**config.mk**
```make
export PLATFORM = sky130hd
export DESIGN_NAME = calc_core
export DESIGN_NICKNAME = d
export VERILOG_FILES = /design/src/rtl/calc_pkg.sv /design/src/rtl/calc_alu.sv /design/src/rtl/calc_core.sv
export SDC_FILE = /design/constraint.sdc
export NUM_CORES = 1
export LEC_CHECK = 0
export ABC_CLOCK_PERIOD_IN_PS = 6690
export CAP_MARGIN = 0
export CORE_ASPECT_RATIO = 0.9
export CORE_MARGIN = 2
export CORE_UTILIZATION = 32
export CTS_BUF_LIST = sky130_fd_sc_hd__clkbuf_4
export CTS_CLUSTER_DIAMETER = 60
export CTS_CLUSTER_SIZE = 28
export DETAILED_ROUTE_END_ITERATION = 10
export GPL_TIMING_DRIVEN = 1
export PLACE_DENSITY = 0.51
export SKIP_LAST_GASP = 1
export SYNTH_ARGS = -nofsm -noshare
export SYNTH_HDL_FRONTEND = slang
export SYNTH_SLANG_ARGS = --single-unit
```
**constraint.sdc**
```tcl
create_clock -name clk -period 6.69 [get_ports clk]
set_clock_uncertainty 0.15 [all_clocks]
set_input_delay 1.0035 -clock clk [delete_from_list [all_inputs] [get_ports clk]]
set_output_delay 1.0035 -clock clk [all_outputs]
set_load 0.02 [all_outputs]
```
**src/rtl/calc_pkg.sv**
```systemverilog
// calc_pkg: opcode encodings, instruction field widths and FSM states for calc_core.
package calc_pkg;
  localparam int OPC_W = 4;
  localparam logic [OPC_W-1:0] OP_NOP  = 4'h0;
  localparam logic [OPC_W-1:0] OP_LDX  = 4'h1;
  localparam logic [OPC_W-1:0] OP_LDY  = 4'h2;
  localparam logic [OPC_W-1:0] OP_ADD  = 4'h3;
  localparam logic [OPC_W-1:0] OP_SUB  = 4'h4;
  localparam logic [OPC_W-1:0] OP_AND  = 4'h5;
  localparam logic [OPC_W-1:0] OP_OR   = 4'h6;
  localparam logic [OPC_W-1:0] OP_NOTY = 4'h7;
  localparam logic [OPC_W-1:0] OP_MOVZ = 4'h8;
  localparam logic [OPC_W-1:0] OP_CLR  = 4'h9;
  localparam logic [OPC_W-1:0] OP_JMP  = 4'hA;
  localparam logic [OPC_W-1:0] OP_JZ   = 4'hB;
  localparam logic [OPC_W-1:0] OP_HALT = 4'hF;
  typedef enum logic [1:0] {S_IDLE, S_FETCH, S_EXEC} state_e;
endpackage

```
**src/rtl/calc_alu.sv**
```systemverilog
// calc_alu: combinational ALU; result plus carry/zero and which flags the opcode may update.
module calc_alu
  import calc_pkg::*;
#(
  parameter int WIDTH = 4
) (
  input  logic [OPC_W-1:0] i_op,
  input  logic [WIDTH-1:0] i_x,
  input  logic [WIDTH-1:0] i_y,
  output logic [WIDTH-1:0] o_res,
  output logic             o_carry,
  output logic             o_zero,
  output logic             o_upd_c,
  output logic             o_upd_z
);
  logic [WIDTH:0] w_sum;
  logic [WIDTH:0] w_dif;
  assign w_sum = {1'b0, i_y} + {1'b0, i_x};
  // top bit of the widened difference is the borrow
  assign w_dif = {1'b0, i_y} - {1'b0, i_x};
  assign o_res = i_op == OP_ADD  ? w_sum[WIDTH-1:0] :
                 i_op == OP_SUB  ? w_dif[WIDTH-1:0] :
                 i_op == OP_AND  ? i_y & i_x :
                 i_op == OP_OR   ? i_y | i_x :
                 i_op == OP_NOTY ? ~i_y : '0;
  assign o_carry = i_op == OP_SUB ? w_dif[WIDTH] : w_sum[WIDTH];
  assign o_zero  = o_res == '0;
  assign o_upd_c = i_op == OP_ADD || i_op == OP_SUB;
  assign o_upd_z = i_op >= OP_ADD && i_op <= OP_NOTY;
endmodule

```
**src/rtl/calc_core.sv**
```systemverilog
// calc_core: programmable accumulator calculator with program memory, fetch/exec FSM,
// X/Y/Z registers, carry/zero flags, jumps, HALT and sticky illegal-opcode detection.
module calc_core
  import calc_pkg::*;
#(
  parameter int WIDTH  = 4,
  parameter int ADDR_W = 4
) (
  input  logic                   clk,
  input  logic                   rst_n,
  input  logic                   start,
  input  logic                   prog_we,
  input  logic [ADDR_W-1:0]      prog_addr,
  input  logic [OPC_W+WIDTH-1:0] prog_wdata,
  output logic                   busy,
  output logic                   done,
  output logic                   illegal,
  output logic                   carry,
  output logic                   zero,
  output logic [ADDR_W-1:0]      out_pc,
  output logic [WIDTH-1:0]       out_x,
  output logic [WIDTH-1:0]       out_y,
  output logic [WIDTH-1:0]       out_z,
  output logic [WIDTH-1:0]       out_alu
);
  localparam int IW = OPC_W + WIDTH;
  logic [IW-1:0]     r_mem [2**ADDR_W];
  state_e            r_state;
  logic [ADDR_W-1:0] r_pc;
  logic [IW-1:0]     r_ir;
  logic [WIDTH-1:0]  r_x, r_y, r_z;
  logic              r_done, r_ill, r_c, r_zf;
  logic [OPC_W-1:0]  w_op;
  logic [WIDTH-1:0]  w_imm, w_res;
  logic [ADDR_W-1:0] w_tgt;
  logic              w_carry, w_zero, w_upd_c, w_upd_z, w_jump;
  assign w_op   = r_ir[IW-1:WIDTH];
  assign w_imm  = r_ir[WIDTH-1:0];
  assign w_tgt  = ADDR_W'(w_imm);
  assign w_jump = w_op == OP_JMP || (w_op == OP_JZ && r_zf);
  calc_alu #(.WIDTH(WIDTH)) u_alu (
    .i_op   (w_op),
    .i_x    (r_x),
    .i_y    (r_y),
    .o_res  (w_res),
    .o_carry(w_carry),
    .o_zero (w_zero),
    .o_upd_c(w_upd_c),
    .o_upd_z(w_upd_z)
  );
  // program memory has no reset so a stored program survives rst_n
  always_ff @(posedge clk)
    if (prog_we && r_state == S_IDLE) r_mem[prog_addr] <= prog_wdata;
  always_ff @(posedge clk or negedge rst_n)
    if (!rst_n) begin
      r_state <= S_IDLE;
      r_pc    <= '0;
      r_ir    <= '0;
      r_x     <= '0;
      r_y     <= '0;
      r_z     <= '0;
      r_done  <= 1'b0;
      r_ill   <= 1'b0;
      r_c     <= 1'b0;
      r_zf    <= 1'b0;
    end else begin
      r_done <= 1'b0;
      case (r_state)
        S_IDLE: if (start) begin
          r_state <= S_FETCH;
          r_pc    <= '0;
          r_ill   <= 1'b0;
        end
        S_FETCH: begin
          r_ir    <= r_mem[r_pc];
          r_state <= S_EXEC;
        end
        default: begin
          r_pc    <= w_jump ? w_tgt : r_pc + 1'b1;
          r_state <= w_op == OP_HALT ? S_IDLE : S_FETCH;
          r_done  <= w_op == OP_HALT;
          r_ill   <= r_ill | (w_op > OP_JZ && w_op < OP_HALT);
          r_x     <= w_op == OP_LDX ? w_imm : w_op == OP_CLR ? '0 : r_x;
          r_y     <= w_op == OP_LDY ? w_imm : w_op == OP_CLR ? '0 : w_upd_z ? w_res : r_y;
          r_z     <= w_op == OP_MOVZ ? r_y : w_op == OP_CLR ? '0 : r_z;
          if (w_upd_c) r_c <= w_carry;
          if (w_upd_z) r_zf <= w_zero;
        end
      endcase
    end
  assign busy    = r_state != S_IDLE;
  assign done    = r_done;
  assign illegal = r_ill;
  assign carry   = r_c;
  assign zero    = r_zf;
  assign out_pc  = r_pc;
  assign out_x   = r_x;
  assign out_y   = r_y;
  assign out_z   = r_z;
  assign out_alu = w_res;
endmodule

```
==> impl_metrics.yaml, run 1 <==
cells_and_area:
  nNetsFinal: 495
  layout.cells.non_filler: 763
  fin_area_um2: 7850
  nFillCells: 1994
  diodes: 0
  synthToLayoutAreaGrowth_pct: 14.4
  drive_gt1_share_pct: 16.6
sta:
  fin_crit_ns: 4.56
  final-setup-viol-count: 0
  hold_viol: 0
  slew-limit-headroom_pct: 31.1
  maxSlewViolCount: 0
  rsz0062_at_grt: "false"
  worst_pin_slew_ns: 1.03
  setup_slack_ns: 2.13
  setup_tns_ns: 0
  max_freq_ghz: 0.219
  min_period_over_period_pct: 68.2
global_route:
  overflow: 0
  grt_max_degree: 38
  grt_util_all_layers_pct: 14.2
  grt_pass1_wl_um: 23200
  antenna_found_initial: 0
  grt_pass1_vias: 3872
power_and_ir_drop:
  power_density_nw_per_um2: 397
  p_seq_share_pct: 42.3
  intPower_mw: 1.96
  p_leak_nw: 2.68
  clkPwrFrac_pct: 19.7
  irDropWorstVdd_v: 0.000137
  p_sw_mw: 1.15
  switching_share_pct: 36.9
  pwr-share-comb_pct: 38.1
worst_setup_path:
  worstSetupPathType: "register to output pin"
  r2r_setup_slack_ns: 3.94
  critical_path.startpoint_type: "register"
  reg2reg_to: "r_mem[12][7]"
  worstPathMaxFanout: 5
  slowest_stage: "a2111oi_0"
  cp.required_ns: 5.54
  cpPeakStageDelay_ns: 0.75
  arrival_ns: 3.41
  cp-end-kind: "output pin"
  reg2reg_from: "r_state[1]"
  ff2ff_path_depth: 4
  crit_chain: "inv_1 > ha_1 > fa_1 > nand2b_1 > a21oi_1 > a2111oi_0 > clkdlybuf4s50_1"
logic_synthesis:
  seq_area_frac_synth_pct: 67.0
  avgSynthCellArea_um2: 16.3
  ys_ff_latch: 158
  ys.flop_type: "edfxtp_1"
  synth_edf_count: 128
  synth_cell_type_count: 47
  synth_warnings: 0
  synth.net_count: 452
  postSynthCellCount: 421
  async_reset_ff_share_pct: 19.0
  netlist_area_um2: 6860
clock_network:
  clk_latency_ns: 0.56
  clkTransAtPathRegs_ns: 0.15
  cts_made_buffers: 17
  cts_htree_levels: 4
  cts_hold_buf: 0
  clk_path_buf_depth: 2
  cts_resized: 0
  cts_num_sinks: 158
  ctsRootBufferMaster: "clkbuf_4"
  cts_tree: "done"
  cts_setup_buffers: 0
drt:
  drtPass1Iterations: 7
  drtIter0Drc: 264
  routed_wl_um: 15000
  drc: 0
  drtAntennaViolNets: 0
  vias_per_cell: 4.92
  wl_per_cell_um: 19.6
  vias: 3756
placement:
  dp.cells: 731
  dp_hpwl_um: 9780
  place_area_um2: 7540
  pre_cts_ws_ns: 2.70
  place_congestion: 0.834
  port_buffers: 40
min_path:
  hold_path_depth: 2
  min_path_type: "register to register"
  hold_end: "carry"
  holdCritStartpoint: "carry"
floorplan:
  start_util_pct: 32.8
  core_area_um2: 20900
  rows: 50
  dieArea_um2: 22600
  io_pins: 41
  dieWidth_um: 158
  die_h_um: 143
job:
  drv_cap: 0
outcome:
  outcome: "finished, final reports clean"
-- how the worst max path moves through the flow --
stage                  start         end  slack (ns)  depth (start not counted)
finish              out_y[0]  out_alu[1]        2.13                          7
floorplan           out_y[0]  out_alu[1]        2.84                          6
global placement    out_y[0]  out_alu[1]        2.90                          7
detailed placement  out_y[0]  out_alu[1]        2.70                          7
global route        out_y[0]  out_alu[1]        1.80                          7
CTS                 out_y[0]  out_alu[1]        2.03                          7
-- worst max-delay path, delay by kind of cell, from the launching register on --
family	cells	cell delay (ns)
adder cells (fa/ha/maj)	2	0.63
AND/OR/NAND/NOR	1	0.08
AO/OA/AOI/OAI	2	0.81
buffers and inverters	2	0.87
flip-flops	1	0.45
-- synthesized netlist by cell type (8+ instances only) --
library cell	n	area share, %
edfxtp_1	128	56
dfrtp_1	30	11
nor2_1	29	1.6
mux4_2	25	8.2
inv_1	16	0.88
nand2_1	16	0.88
nor3_1	15	1.1
a21oi_1	13	0.95
ha_1	13	2.4
mux2_2	13	2.1
o21ai_0	13	0.95
clkbuf_1	11	0.60
mux2i_1	11	1.6
nand3_1	11	0.80
a221o_1	8	1.2
-- layer usage --
metal	wire length (um)	up-vias	GRT usage (%)
met4	120	0	4.03
met1	7230	1907	20.8
met3	783	11	3.13
li1	-	1740	-
met5	0	-	0
met2	6820	98	21.4
-- placed cells by master, fill, tap and decap left out, types with 11 or more instances in the layout --
master,n
nor2_1,29
ha_1,13
dfrtp_1,29
mux4_2,25
o21ai_0,13
edfxtp_1,128
nand2_1,16
inv_1,16
clkbuf_4,18
nand3_1,11
mux2i_1,11
a21oi_1,13
clkdlybuf4s50_1,40
nor3_1,15
mux2_2,13
-- layout make-up --
type | instances | area (um2) | area share (%)
repair buffers | 47 | 453 | 5.77
inverters | 17 | 63.8 | 0.813
flip-flops and latches | 158 | 4600 | 58.6
multi-input cells | 223 | 2070 | 26.4
clock inverters | 14 | 170 | 2.17
clock buffers | 18 | 135 | 1.72
well taps | 286 | 358 | 4.56
-- logic make-up (layout without fill, tap and decap cells) --
| kind of cell | count (synthesis) | after routing | share of synthesized area (%) |
|---|---|---|---|
| flops | 158 | 158 | 67.0 |
| xor+xnor | 3 | 3 | 0.383 |
| fa+ha+maj | 15 | 15 | 2.96 |
| buf+inv | 40 | 96 | 2.81 |
| simple gates | 100 | 100 | 7.33 |
| mux | 56 | 56 | 14.6 |
| compound gates | 49 | 49 | 4.91 |
-- stage by stage --
step / utilization, % / hold WS, ns / total power, mW
final: 37.6 / 0.351 / 3.11
after global placement: 36.1 / 0.339 / 2.52
after detailed placement: 36.1 / 0.332 / 2.53
after floorplan: - / 0.364 / 2.14
after global routing: 37.6 / 0.378 / 3.32
after CTS: 37.6 / 0.366 / 3.15
-- power groups by stage --
stage | Combinational, mW | Sequential [mW] | Clock [mW]
final | 1.18 | 1.32 | 0.612
after floorplan | 0.834 | 1.31 | 0
after global placement | 1.19 | 1.33 | 0
after detailed placement | 1.20 | 1.34 | 0
after global routing | 1.30 | 1.34 | 0.673
after CTS | 1.20 | 1.32 | 0.629
-- sequential cells by signal, summed over array words and instances (netlist names) --
register and flops:
illegal 1, r_mem 128, r_state 2, done 1, out_z 4, zero 1, r_ir 8, out_x 4
out_y 4, out_pc 4, carry 1
Note: power is estimated with default switching activity, not from simulation.
==> inputs of run 2 (changes only) <==
Settings changed: ABC_CLOCK_PERIOD_IN_PS 6690 to 4500.
Clock period 6.69 ns to 4.5 ns, I/O delays scaled along.
==> impl_metrics.yaml, run 2 (synthesis gave the netlist of run 1 again) <==
cells_and_area:
  fin_util_pct: 37.7
  nNetsFinal: 498
  mostFrequentLayoutCell: "edfxtp_1"
  fin_area_um2: 7870
  regMostFlops: "r_mem"
  drive_gt1_share_pct: 16.9
  nFillCells: 1970
  final_cell_mix: "edfxtp_1, clkdlybuf4s50_1, nor2_1, dfrtp_1, mux4_2"
  diodes: 0
  synthToLayoutAreaGrowth_pct: 14.8
  largestRegisters: "r_mem: 128 flops, r_ir: 8 flops"
  largest_reg_flops: 128
sta:
  maxSlewViolCount: 0
  worst_pin_slew_ns: 0.914
  max_freq_ghz: 0.246
  setup_slack_ns: 0.430
  hold_viol: 0
  min_period_over_period_pct: 90.4
  rsz0062_at_grt: "false"
  fin_crit_ns: 4.07
  final-setup-viol-count: 0
  slew-limit-headroom_pct: 39.1
  setup_tns_ns: 0
floorplan:
  rows: 50
  start_util_pct: 32.8
  die_h_um: 143
  io_pins: 41
  core_area_um2: 20900
  dieWidth_um: 158
  dieArea_um2: 22600
placement:
  pre_cts_ws_ns: 0.885
  dp_hpwl_um: 9910
  port_buffers: 40
  place_area_um2: 7560
  place_congestion: 0.841
clock_network:
  clkTransAtPathRegs_ns: 0.15
  cts_num_sinks: 158
  cts_resized: 0
  cts_made_buffers: 17
  clk_path_buf_depth: 2
  ctsRootBufferMaster: "clkbuf_4"
  cts_htree_levels: 4
  clk_latency_ns: 0.56
  cts_setup_buffers: 0
  cts_hold_buf: 0
  cts_tree: "done"
worst_setup_path:
  cpPeakStageDelay_ns: 0.73
  worstSetupPathType: "register to output pin"
  arrival_ns: 3.24
  cp.required_ns: 3.67
  reg2reg_from: "r_state[1]"
  crit_chain: "inv_1 > ha_1 > fa_1 > nand2b_1 > a21oi_1 > a2111oi_1 > clkdlybuf4s50_1"
  r2r_setup_slack_ns: 1.78
  critical_path.startpoint_type: "register"
  cp-end-kind: "output pin"
  slowest_stage: "clkdlybuf4s50_1"
  worstPathMaxFanout: 5
  ff2ff_path_depth: 4
  reg2reg_to: "r_mem[8][4]"
drt:
  vias: 3787
  routed_wl_um: 15200
  drc: 0
  vias_per_cell: 4.94
  wl_per_cell_um: 19.8
  drtAntennaViolNets: 0
  drtIter0Drc: 273
  drtPass1Iterations: 4
global_route:
  grt_util_all_layers_pct: 14.3
  grt_pass1_wl_um: 23300
  grt_pass1_vias: 3899
  antenna_found_initial: 0
  overflow: 0
  grt_max_degree: 37
power_and_ir_drop:
  p_leak_nw: 2.69
  irDropWorstVdd_v: 0.000244
  power_density_nw_per_um2: 590
min_path:
  min_path_type: "input pin to asynchronous set/reset pin"
outcome:
  outcome: "finished, final reports clean"
job:
  drv_cap: 0
==> run 2: changes by cell type in the layout (fill, tap and decap cells not counted), sizes merged <==
cell      before  now
buf            7   10
clkinvlp       2    1
clkbuf        18   17
clkinv         1    7
inv           26   22
==> run 2: where the power goes <==
| part | switching (mW) | internal [mW] |
|---|---|---|
| clock | 0.560 | 0.350 |
| combinational | 0.898 | 0.865 |
| sequential | 0.262 | 1.71 |
| total | 1.72 | 2.92 |
==> run 2: final cells by class <==
class,instances,area [um2],area share [%]
Sequential cell,158,4600,58.4
Clock buffer,17,128,1.62
Clock inverter,15,180,2.29
Multi-Input combinational cell,223,2070,26.3
Inverter,17,63.8,0.810
Tap cell,286,358,4.54
Timing Repair Buffer,50,475,6.04
==> run 2: how the worst max path moves through the flow <==
stage          startpoint         end  slack, ns  cells past startpoint
2_1_floorplan    out_y[0]  out_alu[1]       0.98                      6
3_3_place_gp     out_y[0]  out_alu[1]       1.06                      7
3_5_place_dp     out_y[0]  out_alu[1]       0.89                      7
4_1_cts          out_y[0]  out_alu[1]       0.21                      7
5_1_grt          out_y[0]  out_alu[1]       0.12                      7
6_report         out_y[0]  out_alu[1]       0.43                      7
==> run 2: per-layer routing <==
layer | global-route usage [%] | wire (um) | vias to the layer above
met3 | 3.70 | 712 | 9
met1 | 20.7 | 7370 | 1939
met5 | 0 | 0 | -
met4 | 3.41 | 125 | 0
met2 | 21.5 | 6950 | 95
li1 | - | - | 1744
==> run 2: critical path: cells and delay by family, from the launching register on <==
family | cells | cell delay (ns)
buf+inv | 2 | 0.85
compound gates | 2 | 0.67
fa+ha+maj | 2 | 0.64
flops | 1 | 0.45
simple gates | 1 | 0.08
==> run 2: metrics by stage <==
stage / hold WS, ns / total power, mW / instances
floorplan: 0.229 / 3.18 / 421
global placement: 0.336 / 3.77 / 734
detailed placement: 0.329 / 3.79 / 734
CTS: 0.313 / 4.69 / 766
global route: 0.321 / 4.94 / 766
finish: 0.348 / 4.64 / 766
==> variant (config.mk and constraints of run 1) <==
`WIDTH` is set to 4 in 2 places; all go to 5.
--- a/src/rtl/calc_alu.sv
+++ b/src/rtl/calc_alu.sv
@@ -2,7 +2,7 @@
 module calc_alu
   import calc_pkg::*;
 #(
-  parameter int WIDTH = 4
+  parameter int WIDTH = 5
 ) (
   input  logic [OPC_W-1:0] i_op,
   input  logic [WIDTH-1:0] i_x,
--- a/src/rtl/calc_core.sv
+++ b/src/rtl/calc_core.sv
@@ -3,7 +3,7 @@
 module calc_core
   import calc_pkg::*;
 #(
-  parameter int WIDTH  = 4,
+  parameter int WIDTH  = 5,
   parameter int ADDR_W = 4
 ) (
   input  logic                   clk,
Ports: changed (5 resized); port bits go from 41 to 46. The function was not compared with the original's and may differ.
==> variant against run 1 <==
Critical path depth up 2. Clock power up 2%. Die area up 13%. Via count up 20%. Area after synthesis up 13%. Routed wire length up 23%. Worst setup slack better by 7.5 ps. Final area up 12%. Sequential cell count up 20. Total power up 11%. Sequential power up 14%.
==> variant: results (changes against run 1) <==
- Status: completed (unchanged)
- GPL Wtd Cong: 0.862 (was 0.834)
- Post-synthesis sequential area ratio: 0.668 (was 0.670)
- Synth top area cells: edfxtp_1 (56%), dfrtp_1 (11%), mux4_2 (7.9%) (was edfxtp_1 (56%), dfrtp_1 (11%), mux4_2 (8.2%))
- GRT Total Usage: 0.151 (was 0.142)
- Vias in the first global route: 4639 (was 3872)
- Nets: 604 (was 495)
- Share of layout cells above drive strength 1: 0.132 (was 0.166)
- Post-DP HPWL: 12300 um (was 9780 um)
- Post-synthesis cell count: 519 (was 421)
- Vias/cell: 5.09 (was 4.92)
- Max FFs per register: 144 (was 128)
- Detailed-router iteration count before antenna repair: 5 (was 7)
- Maximum vdd drop: 0.122 mV (was 0.137 mV)
- FF-to-FF Start: out_pc[0] (was r_state[1])
- Slowest-stage cell, CP: clkdlybuf4s50_1 (was a2111oi_0)
- P&R area growth vs syn: 13.8% (was 14.4%)
- Port Buf Inserts: 45 (was 40)
- Clk pwr share: 0.181 (was 0.197)
- Hold_sp: out_z[2] (was carry)
- Layout Cells excl Fill: 884 (was 763)
- Worst Hold Path EP: out_z[2] (was carry)
- Post-synth EDFFs: 144 (was 128)
- Initial DRC count: 366 (was 264)
- CP arrival: 3400 ps (was 3410 ps)
- Commonest cells in the netlist: edfxtp_1 (144), nand2_1 (53), o21ai_0 (36), dfrtp_1 (34), nor2_1 (31) (was edfxtp_1 (128), dfrtp_1 (30), nor2_1 (29), mux4_2 (25))
- Crit-path max cell delay: 710 ps (was 750 ps)
- Worst r2r path cells: 6 (was 4)
- Compound-gate portion of the synthesized area: 0.0868 (was 0.0491)
- R2r setup slk: 3630 ps (was 3940 ps)
- Largest fanout on the critical path: 6 (was 5)
- First-pass GRT wire length: 28200 um (was 23200 um)
- Synth Area in Adders: 0.0310 (was 0.0296)
- Routed WL per cell: 20.7 um (was 19.6 um)
- Synth cell types: 52 (was 47)
- Placed cells: 852 (was 731)
- Worst Tran Pin Value: 1020 ps (was 1030 ps)
- Cell internal pwr: 2.06 mW (was 1.96 mW)
## variant: cell types whose count changed after synthesis, moves of 7 or more
| cell | delta |
|---|---|
| nand2_1 | +37 |
| o21ai_0 | +23 |
| edfxtp_1 | +16 |
| o221ai_1 | +13 |
| mux2_2 | -11 |
| mux2i_1 | +10 |
| a221o_1 | -8 |
| nor3_1 | -8 |
| mux4_1 | -7 |
## variant: metal layers
layer,routed length (um),up-vias,global-route usage
met3,781,18,0.0281
met2,8760,123,0.249
met5,0,-,0
met4,306,0,0.0443
met1,8490,2254,0.205
li1,-,2104,-
## variant: cell type report
cell class / instances / share of cell area
sequential: 178 / 0.587
multi-input combinational: 298 / 0.268
timing repair buffer: 53 / 0.0579
tap: 302 / 0.0429
clock inverter: 15 / 0.0200
clock buffer: 17 / 0.0145
inverter: 21 / 0.00895
## variant: per-stage QoR
step	hold slack [ps]	worst slack (ps)
detailed placement	327	2730
global placement	318	2750
global route	380	1920
CTS	364	2050
floorplan	313	3290
finish	352	2130
